File: src/rtl/mem_ctrl_pkg.sv
// Shared constants for the memory access controller: FSM encodings, access
// size codes, opcodes and the address-alignment helper.
package mem_ctrl_pkg;

  localparam logic [1:0] ST_IDLE = 2'd0;
  localparam logic [1:0] ST_REQ  = 2'd1;
  localparam logic [1:0] ST_WB   = 2'd2;
  localparam logic [1:0] ST_ERR  = 2'd3;

  localparam logic [1:0] SZ_BYTE = 2'b00;
  localparam logic [1:0] SZ_HALF = 2'b01;
  localparam logic [1:0] SZ_WORD = 2'b10;
  localparam logic [1:0] SZ_DBL  = 2'b11;

  localparam logic [3:0] OP_LDR = 4'b1001;
  localparam logic [3:0] OP_STR = 4'b1010;

  // Address LSBs that must be zero for a naturally aligned access of this size.
  function automatic logic [2:0] align_mask(input logic [1:0] sz);
    logic [2:0] m;
    case (sz)
      SZ_BYTE: m = 3'b000;
      SZ_HALF: m = 3'b001;
      SZ_WORD: m = 3'b011;
      SZ_DBL:  m = 3'b111;
      default: m = 3'b111;
    endcase
    return m;
  endfunction

endpackage

File: src/rtl/mem_lane_align.sv
// Combinational lane steering: byte enables, store shift, load
// shift/mask/extend and the misalign / illegal-size checks.
module mem_lane_align
  import mem_ctrl_pkg::*;
#(
  parameter int DATA_W = 32
) (
  input  logic [1:0]          size,
  input  logic                sign_ext,
  input  logic [2:0]          addr_lsb,
  input  logic [DATA_W-1:0]   wdata,
  input  logic [DATA_W-1:0]   rdata,
  output logic [DATA_W/8-1:0] be,
  output logic [DATA_W-1:0]   wdata_shift,
  output logic [DATA_W-1:0]   rdata_ext,
  output logic                misalign,
  output logic                size_illegal
);

  localparam int BE_W  = DATA_W / 8;
  localparam int LSB_W = $clog2(BE_W);

  logic [LSB_W-1:0]  lane_s;
  logic [7:0]        base_be_s;
  logic [6:0]        bits_s;
  logic [6:0]        bits_eff_s;
  logic [DATA_W-1:0] mask_s;
  logic [DATA_W-1:0] top_bit_s;
  logic [DATA_W-1:0] rsh_s;
  logic              neg_s;

  assign lane_s = addr_lsb[LSB_W-1:0];

  // Size decode into a base byte mask and the access width in bits.
  always_comb begin
    base_be_s = 8'h01;
    bits_s    = 7'd8;
    case (size)
      SZ_BYTE: begin base_be_s = 8'h01; bits_s = 7'd8;  end
      SZ_HALF: begin base_be_s = 8'h03; bits_s = 7'd16; end
      SZ_WORD: begin base_be_s = 8'h0F; bits_s = 7'd32; end
      SZ_DBL:  begin base_be_s = 8'hFF; bits_s = 7'd64; end
      default: begin base_be_s = 8'h01; bits_s = 7'd8;  end
    endcase
  end

  // A double on a 32-bit path is illegal; clamp so the mask stays well formed.
  assign bits_eff_s   = (bits_s > 7'(DATA_W)) ? 7'(DATA_W) : bits_s;
  assign mask_s       = {DATA_W{1'b1}} >> (7'(DATA_W) - bits_eff_s);
  assign top_bit_s    = mask_s & ~(mask_s >> 1);

  assign be           = base_be_s[BE_W-1:0] << lane_s;
  assign wdata_shift  = wdata << {lane_s, 3'b000};
  assign rsh_s        = rdata >> {lane_s, 3'b000};
  assign neg_s        = sign_ext & (|(rsh_s & top_bit_s));
  assign rdata_ext    = neg_s ? (rsh_s | ~mask_s) : (rsh_s & mask_s);

  assign misalign     = |(addr_lsb & align_mask(size));
  assign size_illegal = (size == SZ_DBL) && (DATA_W != 64);

endmodule

File: src/rtl/mem_access_ctrl.sv
// LDR/STR controller driving a req/ack RAM port with variable wait states,
// alignment/size faults, an ack timeout and a registered register write-back.
module mem_access_ctrl #(
  parameter int         DATA_W  = 32,
  parameter int         ADDR_W  = 32,
  parameter logic [3:0] OP_LDR  = mem_ctrl_pkg::OP_LDR,
  parameter logic [3:0] OP_STR  = mem_ctrl_pkg::OP_STR,
  parameter int         TIMEOUT = 15
) (
  input  logic                clk,
  input  logic                rst,
  input  logic                EN,
  input  logic [3:0]          OpCode,
  input  logic [1:0]          size,
  input  logic                sign_ext,
  input  logic [ADDR_W-1:0]   src1,
  input  logic [DATA_W-1:0]   src2,
  output logic                ram_req,
  output logic                ram_rw,
  output logic [ADDR_W-1:0]   ram_addr,
  output logic [DATA_W-1:0]   ram_wdata,
  output logic [DATA_W/8-1:0] ram_be,
  input  logic                ram_ack,
  input  logic [DATA_W-1:0]   ram_rdata,
  output logic                reg_we,
  output logic [DATA_W-1:0]   reg_wdata,
  output logic                busy,
  output logic                done,
  output logic                fault
);

  import mem_ctrl_pkg::*;

  localparam int BE_W  = DATA_W / 8;
  localparam int LSB_W = $clog2(BE_W);
  localparam int CNT_W = $clog2(TIMEOUT + 1);

  logic [1:0]        state_r;
  logic              is_load_r;
  logic [1:0]        size_r;
  logic              sign_ext_r;
  logic [2:0]        addr_lsb_r;
  logic [CNT_W-1:0]  tmo_cnt_r;

  logic              idle_s;
  logic              accept_s;
  logic [1:0]        al_size_s;
  logic              al_sext_s;
  logic [2:0]        al_lsb_s;
  logic [BE_W-1:0]   be_s;
  logic [DATA_W-1:0] wdata_s;
  logic [DATA_W-1:0] rdata_s;
  logic              misalign_s;
  logic              illegal_s;
  logic              tmo_hit_s;

  assign idle_s    = (state_r == ST_IDLE);
  assign accept_s  = idle_s && EN && ((OpCode == OP_LDR) || (OpCode == OP_STR));
  assign tmo_hit_s = (tmo_cnt_r == CNT_W'(TIMEOUT - 1));

  // In IDLE the aligner sees the incoming command, afterwards the latched one.
  always_comb begin
    if (idle_s) begin
      al_size_s = size;
      al_sext_s = sign_ext;
      al_lsb_s  = src1[2:0];
    end else begin
      al_size_s = size_r;
      al_sext_s = sign_ext_r;
      al_lsb_s  = addr_lsb_r;
    end
  end

  mem_lane_align #(.DATA_W(DATA_W)) u_align (
    .size         (al_size_s),
    .sign_ext     (al_sext_s),
    .addr_lsb     (al_lsb_s),
    .wdata        (src2),
    .rdata        (ram_rdata),
    .be           (be_s),
    .wdata_shift  (wdata_s),
    .rdata_ext    (rdata_s),
    .misalign     (misalign_s),
    .size_illegal (illegal_s)
  );

  // Controller FSM; every output is a flop so pulses line up with the state.
  always_ff @(posedge clk) begin
    if (rst) begin
      state_r    <= ST_IDLE;
      is_load_r  <= 1'b0;
      size_r     <= 2'b00;
      sign_ext_r <= 1'b0;
      addr_lsb_r <= 3'b000;
      tmo_cnt_r  <= '0;
      ram_req    <= 1'b0;
      ram_rw     <= 1'b0;
      ram_addr   <= '0;
      ram_wdata  <= '0;
      ram_be     <= '0;
      reg_we     <= 1'b0;
      reg_wdata  <= '0;
      busy       <= 1'b0;
      done       <= 1'b0;
      fault      <= 1'b0;
    end else begin
      done   <= 1'b0;
      fault  <= 1'b0;
      reg_we <= 1'b0;
      case (state_r)
        ST_IDLE: begin
          if (accept_s) begin
            is_load_r  <= (OpCode == OP_LDR);
            size_r     <= size;
            sign_ext_r <= sign_ext;
            addr_lsb_r <= src1[2:0];
            tmo_cnt_r  <= '0;
            busy       <= 1'b1;
            if (misalign_s || illegal_s) begin
              state_r <= ST_ERR;
              fault   <= 1'b1;
            end else begin
              state_r   <= ST_REQ;
              ram_req   <= 1'b1;
              ram_rw    <= (OpCode == OP_LDR);
              ram_addr  <= {src1[ADDR_W-1:LSB_W], {LSB_W{1'b0}}};
              ram_wdata <= wdata_s;
              ram_be    <= be_s;
            end
          end else begin
            state_r <= ST_IDLE;
          end
        end
        ST_REQ: begin
          // Ack wins over a timeout landing in the same cycle.
          if (ram_ack) begin
            ram_req   <= 1'b0;
            ram_rw    <= 1'b0;
            ram_addr  <= '0;
            ram_wdata <= '0;
            ram_be    <= '0;
            done      <= 1'b1;
            tmo_cnt_r <= '0;
            if (is_load_r) begin
              state_r   <= ST_WB;
              reg_we    <= 1'b1;
              reg_wdata <= rdata_s;
            end else begin
              state_r <= ST_IDLE;
              busy    <= 1'b0;
            end
          end else if (tmo_hit_s) begin
            state_r   <= ST_ERR;
            tmo_cnt_r <= tmo_cnt_r + 1'b1;
            ram_req   <= 1'b0;
            ram_rw    <= 1'b0;
            ram_addr  <= '0;
            ram_wdata <= '0;
            ram_be    <= '0;
            fault     <= 1'b1;
          end else begin
            tmo_cnt_r <= tmo_cnt_r + 1'b1;
          end
        end
        ST_WB: begin
          state_r <= ST_IDLE;
          busy    <= 1'b0;
        end
        ST_ERR: begin
          state_r   <= ST_IDLE;
          busy      <= 1'b0;
          tmo_cnt_r <= '0;
        end
        default: begin
          state_r   <= ST_IDLE;
          busy      <= 1'b0;
          tmo_cnt_r <= '0;
          ram_req   <= 1'b0;
        end
      endcase
    end
  end

endmodule
File: config.mk
export PLATFORM = sky130hd
export DESIGN_NAME = mem_access_ctrl
export DESIGN_NICKNAME = d
export VERILOG_FILES = /design/src/rtl/mem_ctrl_pkg.sv /design/src/rtl/mem_lane_align.sv /design/src/rtl/mem_access_ctrl.sv
export SDC_FILE = /design/constraint.sdc
export NUM_CORES = 1
export LEC_CHECK = 0
export CAP_MARGIN = 5
export CORE_UTILIZATION = 45
export CTS_CLUSTER_SIZE = 16
export DETAILED_ROUTE_END_ITERATION = 8
export PLACE_DENSITY_LB_ADDON = 0.25
export SLEW_MARGIN = 10
export SYNTH_ARGS = -nofsm -noshare
export SYNTH_HDL_FRONTEND = slang
export SYNTH_SLANG_ARGS = --single-unit
File: constraint.sdc
create_clock -name clk -period 2.8 [get_ports clk]
set_input_delay 0.42 -clock clk [delete_from_list [all_inputs] [get_ports clk]]
set_output_delay 0.42 -clock clk [all_outputs]
set_load 0.01 [all_outputs]
==> flow_metrics.py, run 1 <==
metrics = {
    "worst_setup_path": {
        "critPathCaptureType": "flop",
        "critical_path.top_delay_family": "simple AND/OR/NAND/NOR gates",
        "path_depth": 5,
        "cp_max_fo": 17,
        "cp_num_buf_inv": 0,
        "worstPathCellList": "o21ai_2 -> nand2_4 -> nor2_1 -> a221oi_1 -> nor3_1",
        "slowest_stage": "nor2_1",
        "critPathArrivalTime_ns": 2.83,
        "worstSetupPathType": "flop to flop",
        "slowest_delay_ns": 0.95,
        "critPathLaunchType": "flop",
        "ff2ff_path_depth": 5,
        "crit_required_ns": 3.13,
    },
    "yosys": {
        "synth_ff_type": "dfxtp_1",
        "synth_seq_cells": 116,
        "ys_async_sr_fraction_pct": 0,
        "synth_edf_count": 0,
        "synth_top_area_share_pct": 40.4,
        "synth_commonest_cells": "dfxtp_1, a21oi_1, nand2_1",
        "yosysWarnings": 0,
        "seq_area_frac_synth_pct": 40.4,
        "avgSynthCellArea_um2": 8.54,
        "synth_area_leaders": "dfxtp_1, a21oi_1, nand3_1",
        "netlist_area_mm2": 0.00574,
        "yosysTopAreaCell": "dfxtp_1",
        "synth_cells": 672,
        "synth.most_common_cell": "dfxtp_1",
        "synth_cell_types": 67,
    },
    "job": {
        "cap_violations": 0,
    },
    "floorplan": {
        "start_util_pct": 47.0,
        "die_h_um": 115,
        "rows": 40,
        "fp.dieW_um": 115,
        "dieArea_mm2": 0.0132,
        "io_pins": 213,
        "core_area_mm2": 0.0122,
    },
    "sta": {
        "max_slew_margin_pct": 17.3,
        "hold_viol": 0,
        "timing.final.ws_setup_ns": 0.308,
        "finalCritPeriodShare_pct": 89.0,
        "skew_ns": 0.00740,
        "drv_slew": 0,
        "setup_viol": 0,
        "hold_ws_ns": 0.448,
        "max_freq_mhz": 401,
        "rsz0062_at_grt": "no",
        "tightest_slew_ns": 1.24,
        "fin_crit_ns": 2.49,
    },
    "place": {
        "dp_hpwl_mm": 13.8,
        "portBuffers": 210,
        "dp_worst_setup_slack_ns": -0.0362,
        "gp_congestion": 0.870,
        "place_inst": 1018,
    },
    "final_layout": {
        "fin_nets": 978,
        "synthToLayoutAreaGrowth_pct": 49.5,
        "diodes": 0,
        "final_cells": 1048,
        "drive_above_1_share_pct": 11.4,
        "utilization_pct": 70.3,
    },
    "power": {
        "intPower_mw": 3.40,
        "switching_share_pct": 24.7,
        "power_mw": 4.51,
        "comb_power_share_pct": 14.1,
        "clkPwrFrac_pct": 48.1,
        "total_leakage_power_nw": 3.02,
        "p_per_area_mw_per_mm2": 526,
        "switchingPower_mw": 1.11,
        "p_seq_share_pct": 37.8,
        "irDropWorstVdd_uv": 342,
    },
    "routing": {
        "drt-wirelength-per-cell_um": 18.6,
        "drt_first_pass_iters": 5,
        "vias": 6089,
        "vias_per_cell": 5.81,
        "antenna_left": 0,
        "drtIter0Drc": 422,
        "wl_mm": 19.5,
        "drc": 0,
    },
    "grt": {
        "antenna_found_initial": 0,
        "overflow": 0,
        "grt_pass1_vias": 5981,
        "grt_first_pass_wirelength_mm": 30.1,
        "grt_max_degree": 71,
        "grt_use_total_pct": 29.7,
    },
    "clocking": {
        "cts_tree": "built",
        "numClockSinks": 116,
        "clockBufferDepth": 2,
        "cts_buffers": 17,
        "cts_repair_resize_count": 0,
        "h-tree-depth": 4,
        "insertion_delay_ns": 0.41,
        "clk_pin_slew_worst_paths_ns": 0.06,
        "postCtsHoldBufs": 0,
        "cts-root-buf": "clkbuf_16",
        "post-cts-setup-buffers": 0,
    },
    "min_path": {
        "holdCritPathClass": "flop to flop",
        "worstHoldPathCells": 2,
    },
    "run_status": {
        "status": "finished clean",
    },
}
## metrics by stage
| stage | cell area, um2 | setup TNS (ns) |
|---|---|---|
| 3_5_place_dp | 8000 | -0.195 |
| 6_report | 8580 | 0 |
| 2_1_floorplan | 5750 | 0 |
| 5_1_grt | 8580 | 0 |
| 3_3_place_gp | 8000 | 0 |
| 4_1_cts | 8580 | 0 |
## placed cells by master, fill, tap and decap left out, types with 4 or more instances in the layout
cell	synthesis	final
a211o_1	7	7
a211oi_1	10	10
a21o_1	8	8
a21oi_1	84	84
a221oi_1	9	9
a22oi_1	8	8
a311oi_1	6	6
a41oi_1	8	8
and3_1	9	9
buf_4	7	26
clkbuf_16	0	17
clkdlybuf4s50_1	0	209
clkinv_4	0	4
dfxtp_1	116	116
inv_1	7	7
mux2_2	16	16
mux2i_1	10	10
mux4_2	8	8
nand2_1	79	79
nand2b_1	4	4
nand3_1	61	61
nor2_1	50	50
nor2b_1	9	9
nor3_1	20	20
nor4b_1	4	4
o21ai_0	11	11
o21bai_1	8	8
o32ai_1	7	7
## layer usage
metal / track usage [%] / routed length, um / vias to the layer above
met2: 51.5 / 9610 / 327
met5: 0 / 0 / -
met1: 33.4 / 7450 / 2866
met4: 13.3 / 659 / 0
met3: 9.49 / 1760 / 48
li1: - / - / 2848
## state kept, by name, summed over array words and instances, names as in the netlist, 2 cells and up
name / flops
ram_addr: 30
ram_be: 4
reg_wdata: 32
size_r: 2
state_r: 2
tmo_cnt_r: 4
ram_wdata: 32
addr_lsb_r: 2
## power groups by stage
stage	Combinational (mW)	Sequential [mW]	Clock [mW]
6_report	0.638	1.70	2.17
5_1_grt	0.677	1.71	2.28
4_1_cts	0.633	1.70	2.19
3_5_place_dp	0.627	1.74	0
3_3_place_gp	0.617	1.74	0
2_1_floorplan	0.303	1.75	0
## layout make-up
type | instances | area [um2]
Inverter | 7 | 26.3
Clock inverter | 12 | 159
Fill cell | 1008 | 3630
Multi-Input combinational cell | 490 | 3110
Timing Repair Buffer | 237 | 2330
Tap cell | 168 | 210
Sequential cell | 116 | 2320
Clock buffer | 18 | 429
## final timing paths
check,slack (ns),end,start
worst min-delay path,0.45,ram_wdata[15]$_SDFFE_PP0P_,ram_wdata[15]$_SDFFE_PP0P_
worst max-delay path,0.31,ram_wdata[16]$_SDFFE_PP0P_,state_r[0]$_SDFFE_PP0P_
worst min register to register,0.45,ram_wdata[15]$_SDFFE_PP0P_,ram_wdata[15]$_SDFFE_PP0P_
worst max register to register,0.31,ram_wdata[16]$_SDFFE_PP0P_,state_r[0]$_SDFFE_PP0P_
## cells by family after synthesis
kind of cell             count (synthesis)  synth area share, %
AO/OA/AOI/OAI                          193                 23.3
XOR/XNOR                                 1                0.153
adder cells (fa/ha/maj)                  2                0.436
buffers and inverters                   67                 5.58
flip-flops                             116                 40.4
multiplexers                            34                 8.02
other                                    1               0.0653
AND/OR/NAND/NOR                        258                 22.0
## worst register-to-register path: stages (launching register included)
cell and delay (ns):
dfxtp_1 0.47, o21ai_2 0.50, nand2_4 0.14, nor2_1 0.95, a221oi_1 0.20, nor3_1 0.17
Note: power is estimated with default switching activity, not from simulation.
==> run 2: changes to the inputs <==
- GPL_ROUTABILITY_DRIVEN: not set -> 0
- SLEW_MARGIN: 10 -> 15
==> run 2 against run 1 <==
Net effect: sequential share of layout area barely moved; combinational power grew 1%; clock power shrank 7%; worst setup slack worse by 0.064 ns; sequential power is essentially flat; sequential cell count unchanged; register-to-register slack worse by 0.06 ns; non-clock buffer count did not move; maximum frequency decreased by 2.5%; hold slack worse by 0.00076 ns; die area is the same; critical path type unchanged; highest routed layer unchanged.
==> flow_metrics.py, run 2 (synthesis gave the netlist of run 1 again) <==
metrics = {
    "grt": {
        "grt.met1_usage_pct": 32.5,
        "grt_max_degree": 69,
        "antenna_found_initial": 0,
        "grtUsageMet3_pct": 8.80,
        "met2_usage_pct": 49.8,
        "grt_first_pass_wirelength_mm": 29.5,
        "grt_busiest_layer": "met2",
        "grt_use_total_pct": 28.9,
        "overflow": 0,
        "grt_pass1_vias": 6024,
    },
    "sta": {
        "max_freq_mhz": 391,
        "fin_crit_ns": 2.56,
        "hold_viol": 0,
        "tightest_slew_ns": 1.16,
        "setup_viol": 0,
        "skew_ns": 0.00516,
        "finalCritPeriodShare_pct": 91.3,
        "drv_slew": 0,
        "hold_ws_ns": 0.448,
        "max_slew_margin_pct": 22.1,
        "rsz0062_at_grt": "no",
    },
    "routing": {
        "vias_per_cell": 5.80,
        "drc": 0,
        "vias": 6095,
        "drtIter0Drc": 478,
        "antenna_left": 0,
        "drt-wirelength-per-cell_um": 18.1,
        "drt_first_pass_iters": 5,
        "wl_mm": 19.1,
    },
    "worst_setup_path": {
        "slowest_delay_ns": 0.76,
        "worstSetupPathType": "flop to flop",
        "worstReg2RegStart": "state_r[1]$_SDFFE_PP0P_",
        "ff2ff_path_depth": 6,
        "critPathLaunchType": "flop",
        "critPathArrivalTime_ns": 2.79,
        "critPathCaptureType": "flop",
        "slowest_stage": "a31oi_2",
        "cp_num_buf_inv": 1,
        "crit_required_ns": 3.03,
        "r2r-end": "reg_wdata[19]$_SDFFE_PP0P_",
        "critical_path.top_delay_family": "compound AO/OA/AOI/OAI gates",
        "worstPathCellList": "or2_1 -> buf_4 -> a31oi_1 -> o22ai_1 -> a31oi_2 -> a41oi_1",
        "regToRegSetupSlack_ns": 0.24,
        "cp_max_fo": 16,
    },
    "clocking": {
        "numClockSinks": 116,
        "clockBufferDepth": 2,
        "clk_pin_slew_worst_paths_ns": 0.05,
        "postCtsHoldBufs": 0,
        "post-cts-setup-buffers": 0,
        "cts_buffers": 17,
        "cts_tree": "built",
        "h-tree-depth": 4,
        "cts_repair_resize_count": 0,
        "insertion_delay_ns": 0.41,
        "cts-root-buf": "clkbuf_16",
    },
    "final_layout": {
        "fin_nets": 978,
        "multi_input_area_mm2": 0.00311,
        "drive_above_1_share_pct": 11.6,
        "final_cell_mix": "clkdlybuf4s50_1, dfxtp_1, a21oi_1, nand2_1, nand3_1",
        "diodes": 0,
        "top_regs": "ram_wdata: 32 flops, reg_wdata: 32 flops, ram_addr: 30 flops",
        "synthToLayoutAreaGrowth_pct": 49.3,
        "seqCellArea_mm2": 0.00232,
        "final_common_cell": "clkdlybuf4s50_1",
        "fillers": 996,
        "utilization_pct": 70.2,
    },
    "min_path": {
        "min_from": "ram_addr[20]$_SDFFE_PP0P_",
        "worstHoldPathCells": 2,
        "holdCritPathClass": "flop to flop",
        "hold_end": "ram_addr[20]$_SDFFE_PP0P_",
    },
    "floorplan": {
        "io_pins": 213,
        "dieArea_mm2": 0.0132,
        "start_util_pct": 47.0,
        "fp.dieW_um": 115,
        "die_h_um": 115,
        "rows": 40,
        "core_area_mm2": 0.0122,
    },
    "job": {
        "cap_violations": 0,
    },
    "place": {
        "portBuffers": 210,
        "dp_hpwl_mm": 13.4,
    },
    "power": {
        "p_per_area_mw_per_mm2": 509,
        "total_leakage_power_nw": 3.01,
        "irDropWorstVdd_uv": 277,
    },
    "run_status": {
        "status": "finished clean",
    },
}
-- run 2: changes by cell type in the layout (fill, tap and decap cells not counted) --
cell        change
clkinvlp_4      +3
clkinv_2        +3
clkbuf_8        +1
buf_12          +2
clkinv_4        -3
buf_4           -2
bufinv_16       -2
-- run 2: worst max-delay path by stage --
stage | start | end | depth (start not counted)
2_1_floorplan | state_r[1]$_SDFFE_PP0P_ | ram_wdata[17]$_SDFFE_PP0P_ | 8
3_3_place_gp | src1[0] | reg_wdata[21]$_SDFFE_PP0P_ | 6
3_5_place_dp | src1[0] | reg_wdata[20]$_SDFFE_PP0P_ | 6
4_1_cts | state_r[1]$_SDFFE_PP0P_ | ram_wdata[14]$_SDFFE_PP0P_ | 6
5_1_grt | state_r[1]$_SDFFE_PP0P_ | reg_wdata[22]$_SDFFE_PP0P_ | 6
6_report | state_r[1]$_SDFFE_PP0P_ | reg_wdata[19]$_SDFFE_PP0P_ | 6
-- run 2: where the power goes --
part | switching (mW) | internal (mW) | total [mW] | leakage (nW)
registers | 0.0207 | 1.68 | 1.70 | 0.936
logic | 0.314 | 0.330 | 0.645 | 1.81
clock network | 0.781 | 1.24 | 2.02 | 0.261
total | 1.12 | 3.25 | 4.36 | 3.01
-- run 2: routing by layer --
metal / vias up / share of wire (%)
met5: - / 0
met4: 0 / 3.9
met3: 56 / 8.3
met2: 293 / 49
met1: 2900 / 39
li1: 2846 / -
-- run 2: through the flow --
stage | instance area, um2 | worst slack [ns] | setup TNS (ns) | instances | total power [mW]
3_5_place_dp | 8020 | -0.0300 | -0.204 | 1018 | 2.37
3_3_place_gp | 8020 | 0.0645 | 0 | 1018 | 2.36
5_1_grt | 8570 | 0.0709 | 0 | 1050 | 4.51
2_1_floorplan | 5750 | 0.718 | 0 | 673 | 2.05
6_report | 8570 | 0.244 | 0 | 1050 | 4.36
4_1_cts | 8570 | 0.300 | 0 | 1050 | 4.38
-- run 2: worst reg2reg max path, delay by kind of cell, from the launching register on --
family                 cells  cell delay (ns)
AO/OA/AOI/OAI              4             1.41
flip-flops                 1             0.48
AND/OR/NAND/NOR            1             0.32
buffers and inverters      1             0.18
-- run 2: cell type report --
cell class / instances / share of cell area, %
timing repair buffer: 237 / 27.4
clock buffer: 19 / 5.17
tap: 168 / 2.45
clock inverter: 13 / 1.28
multi-input combinational: 490 / 36.3
inverter: 7 / 0.306
sequential: 116 / 27.1
==> run 3: changes to the inputs <==
--- a/config.mk
+++ b/config.mk
@@ -12,2 +12,3 @@
 export GPL_ROUTABILITY_DRIVEN = 0
+export MAX_ROUTING_LAYER = met4
 export PLACE_DENSITY_LB_ADDON = 0.25
==> constraint.sdc (replaced) <==
create_clock -name clk -period 2.8 [get_ports clk]
set_input_delay 0.56 -clock clk [delete_from_list [all_inputs] [get_ports clk]]
set_output_delay 0.56 -clock clk [all_outputs]
set_load 0.01 [all_outputs]
==> run 3 against run 2 <==
Net effect: via count up 1.6%; register-to-register slack better by 0.05 ns; design area is 1.1% higher; die area unchanged; global-route usage is 1.6 points higher; utilization is 0.77 points higher.
==> flow_metrics.py, run 3 (synthesis gave the netlist of run 1 again) <==
metrics = {
    "run_status": {
        "status": "finished clean",
    },
    "clocking": {
        "post-cts-setup-buffers": 0,
        "cts_buffers": 17,
        "insertion_delay_ns": 0.42,
        "cts-root-buf": "clkbuf_16",
        "cts_tree": "built",
        "numClockSinks": 116,
        "clk_pin_slew_worst_paths_ns": 0.05,
        "cts_repair_resize_count": 0,
        "postCtsHoldBufs": 0,
        "h-tree-depth": 4,
        "clockBufferDepth": 2,
    },
    "sta": {
        "tightest_slew_ns": 0.783,
        "max_slew_margin_pct": 47.7,
        "timing.final.ws_setup_ns": 0.290,
        "rsz0062_at_grt": "no",
        "fin_crit_ns": 2.51,
        "drv_slew": 0,
        "skew_ns": 0.0111,
        "hold_ws_ns": 0.453,
        "setup_viol": 0,
        "max_freq_mhz": 398,
        "finalCritPeriodShare_pct": 89.6,
        "hold_viol": 0,
    },
    "final_layout": {
        "final_common_cell": "clkdlybuf4s50_1",
        "top_regs": "ram_wdata: 32 flops, reg_wdata: 32 flops, ram_addr: 30 flops",
        "final_cell_mix": "clkdlybuf4s50_1, dfxtp_1, a21oi_1, nand2_1, nand3_1",
        "final_cells": 1056,
        "utilization_pct": 71.0,
        "diodes": 0,
        "synthToLayoutAreaGrowth_pct": 51.0,
        "fillers": 975,
        "drive_above_1_share_pct": 12.2,
        "fin_nets": 985,
    },
    "routing": {
        "drt_first_pass_iters": 5,
        "drc": 0,
        "drt-wirelength-per-cell_um": 18.4,
        "drtIter0Drc": 577,
        "wl_mm": 19.4,
        "vias_per_cell": 5.87,
        "antenna_left": 0,
        "vias": 6195,
    },
    "worst_setup_path": {
        "critPathCaptureType": "flop",
        "crit_required_ns": 3.14,
        "worstSetupPathType": "flop to flop",
        "worstPathCellList": "buf_4 -> nor2b_1 -> nand3_1 -> buf_4 -> a211o_1 -> a21oi_1",
        "slowest_stage": "nor2b_1",
        "cp_max_fo": 14,
        "cp_num_buf_inv": 2,
        "critPathArrivalTime_ns": 2.85,
        "critical_path.top_delay_family": "simple AND/OR/NAND/NOR gates",
        "critPathLaunchType": "flop",
        "cpMostUsedCell": "buf_4",
        "slowest_delay_ns": 0.50,
    },
    "floorplan": {
        "start_util_pct": 47.0,
        "rows": 40,
        "core_area_mm2": 0.0122,
        "dieArea_mm2": 0.0132,
        "io_pins": 213,
        "die_h_um": 115,
        "fp.dieW_um": 115,
    },
    "min_path": {
        "holdCritPathClass": "flop to flop",
    },
    "power": {
        "total_leakage_power_nw": 3.07,
        "irDropWorstVdd_uv": 422,
        "p_per_area_mw_per_mm2": 522,
        "power_mw": 4.52,
    },
    "grt": {
        "grt_use_total_pct": 30.6,
        "grt_pass1_vias": 6047,
        "grt_max_degree": 61,
        "grt_first_pass_wirelength_mm": 30.2,
        "overflow": 0,
        "antenna_found_initial": 0,
    },
    "place": {
        "dp_hpwl_mm": 13.9,
        "place_inst": 1025,
        "dp_worst_setup_slack_ns": -0.0403,
        "portBuffers": 210,
    },
    "job": {
        "cap_violations": 0,
    },
}
## run 3: final timing paths
path / end / from / slack (ns) / cells past startpoint
worst max-delay path: reg_wdata[0]$_SDFFE_PP0P_ / state_r[1]$_SDFFE_PP0P_ / 0.29 / 6
worst min-delay path: ram_addr[4]$_SDFFE_PP0P_ / ram_addr[4]$_SDFFE_PP0P_ / 0.45 / 2
worst max register to register: reg_wdata[0]$_SDFFE_PP0P_ / state_r[1]$_SDFFE_PP0P_ / 0.29 / 6
worst min register to register: ram_addr[4]$_SDFFE_PP0P_ / ram_addr[4]$_SDFFE_PP0P_ / 0.45 / 2
## run 3: report_power, final
part | total, mW | internal [mW] | switching, mW
Clock | 2.17 | 1.43 | 0.739
Sequential | 1.70 | 1.68 | 0.0211
Combinational | 0.649 | 0.333 | 0.316
## run 3: stage by stage
stage | instance area [um2] | TNS, ns
6_report | 8670 | 0
5_1_grt | 8670 | 0
4_1_cts | 8670 | 0
3_5_place_dp | 8070 | -0.111
3_3_place_gp | 8070 | 0
2_1_floorplan | 5750 | 0
## run 3: area by class of cell
cell class / instances / area [um2] / share of cell area, %
Clock inverter: 10 / 131 / 1.52
Inverter: 7 / 26.3 / 0.303
Tap cell: 168 / 210 / 2.42
Sequential cell: 116 / 2320 / 26.8
Timing Repair Buffer: 244 / 2400 / 27.7
Multi-Input combinational cell: 490 / 3110 / 35.9
Clock buffer: 21 / 460 / 5.31
## run 3: tightest hold or removal path, stage by stage, from the launching register on
cell and delay, ns:
dfxtp_1 0.30, nand2_1 0.05, a21oi_1 0.05
## run 3: layer usage
metal	track usage (%)	up-vias	routed length, um	part of all wire, %
met1	34.5	2943	7530	39
met5	-	-	0	0
met3	7.85	55	1690	8.7
met4	15.3	0	699	3.6
li1	-	2862	-	-
met2	50.1	335	9460	49
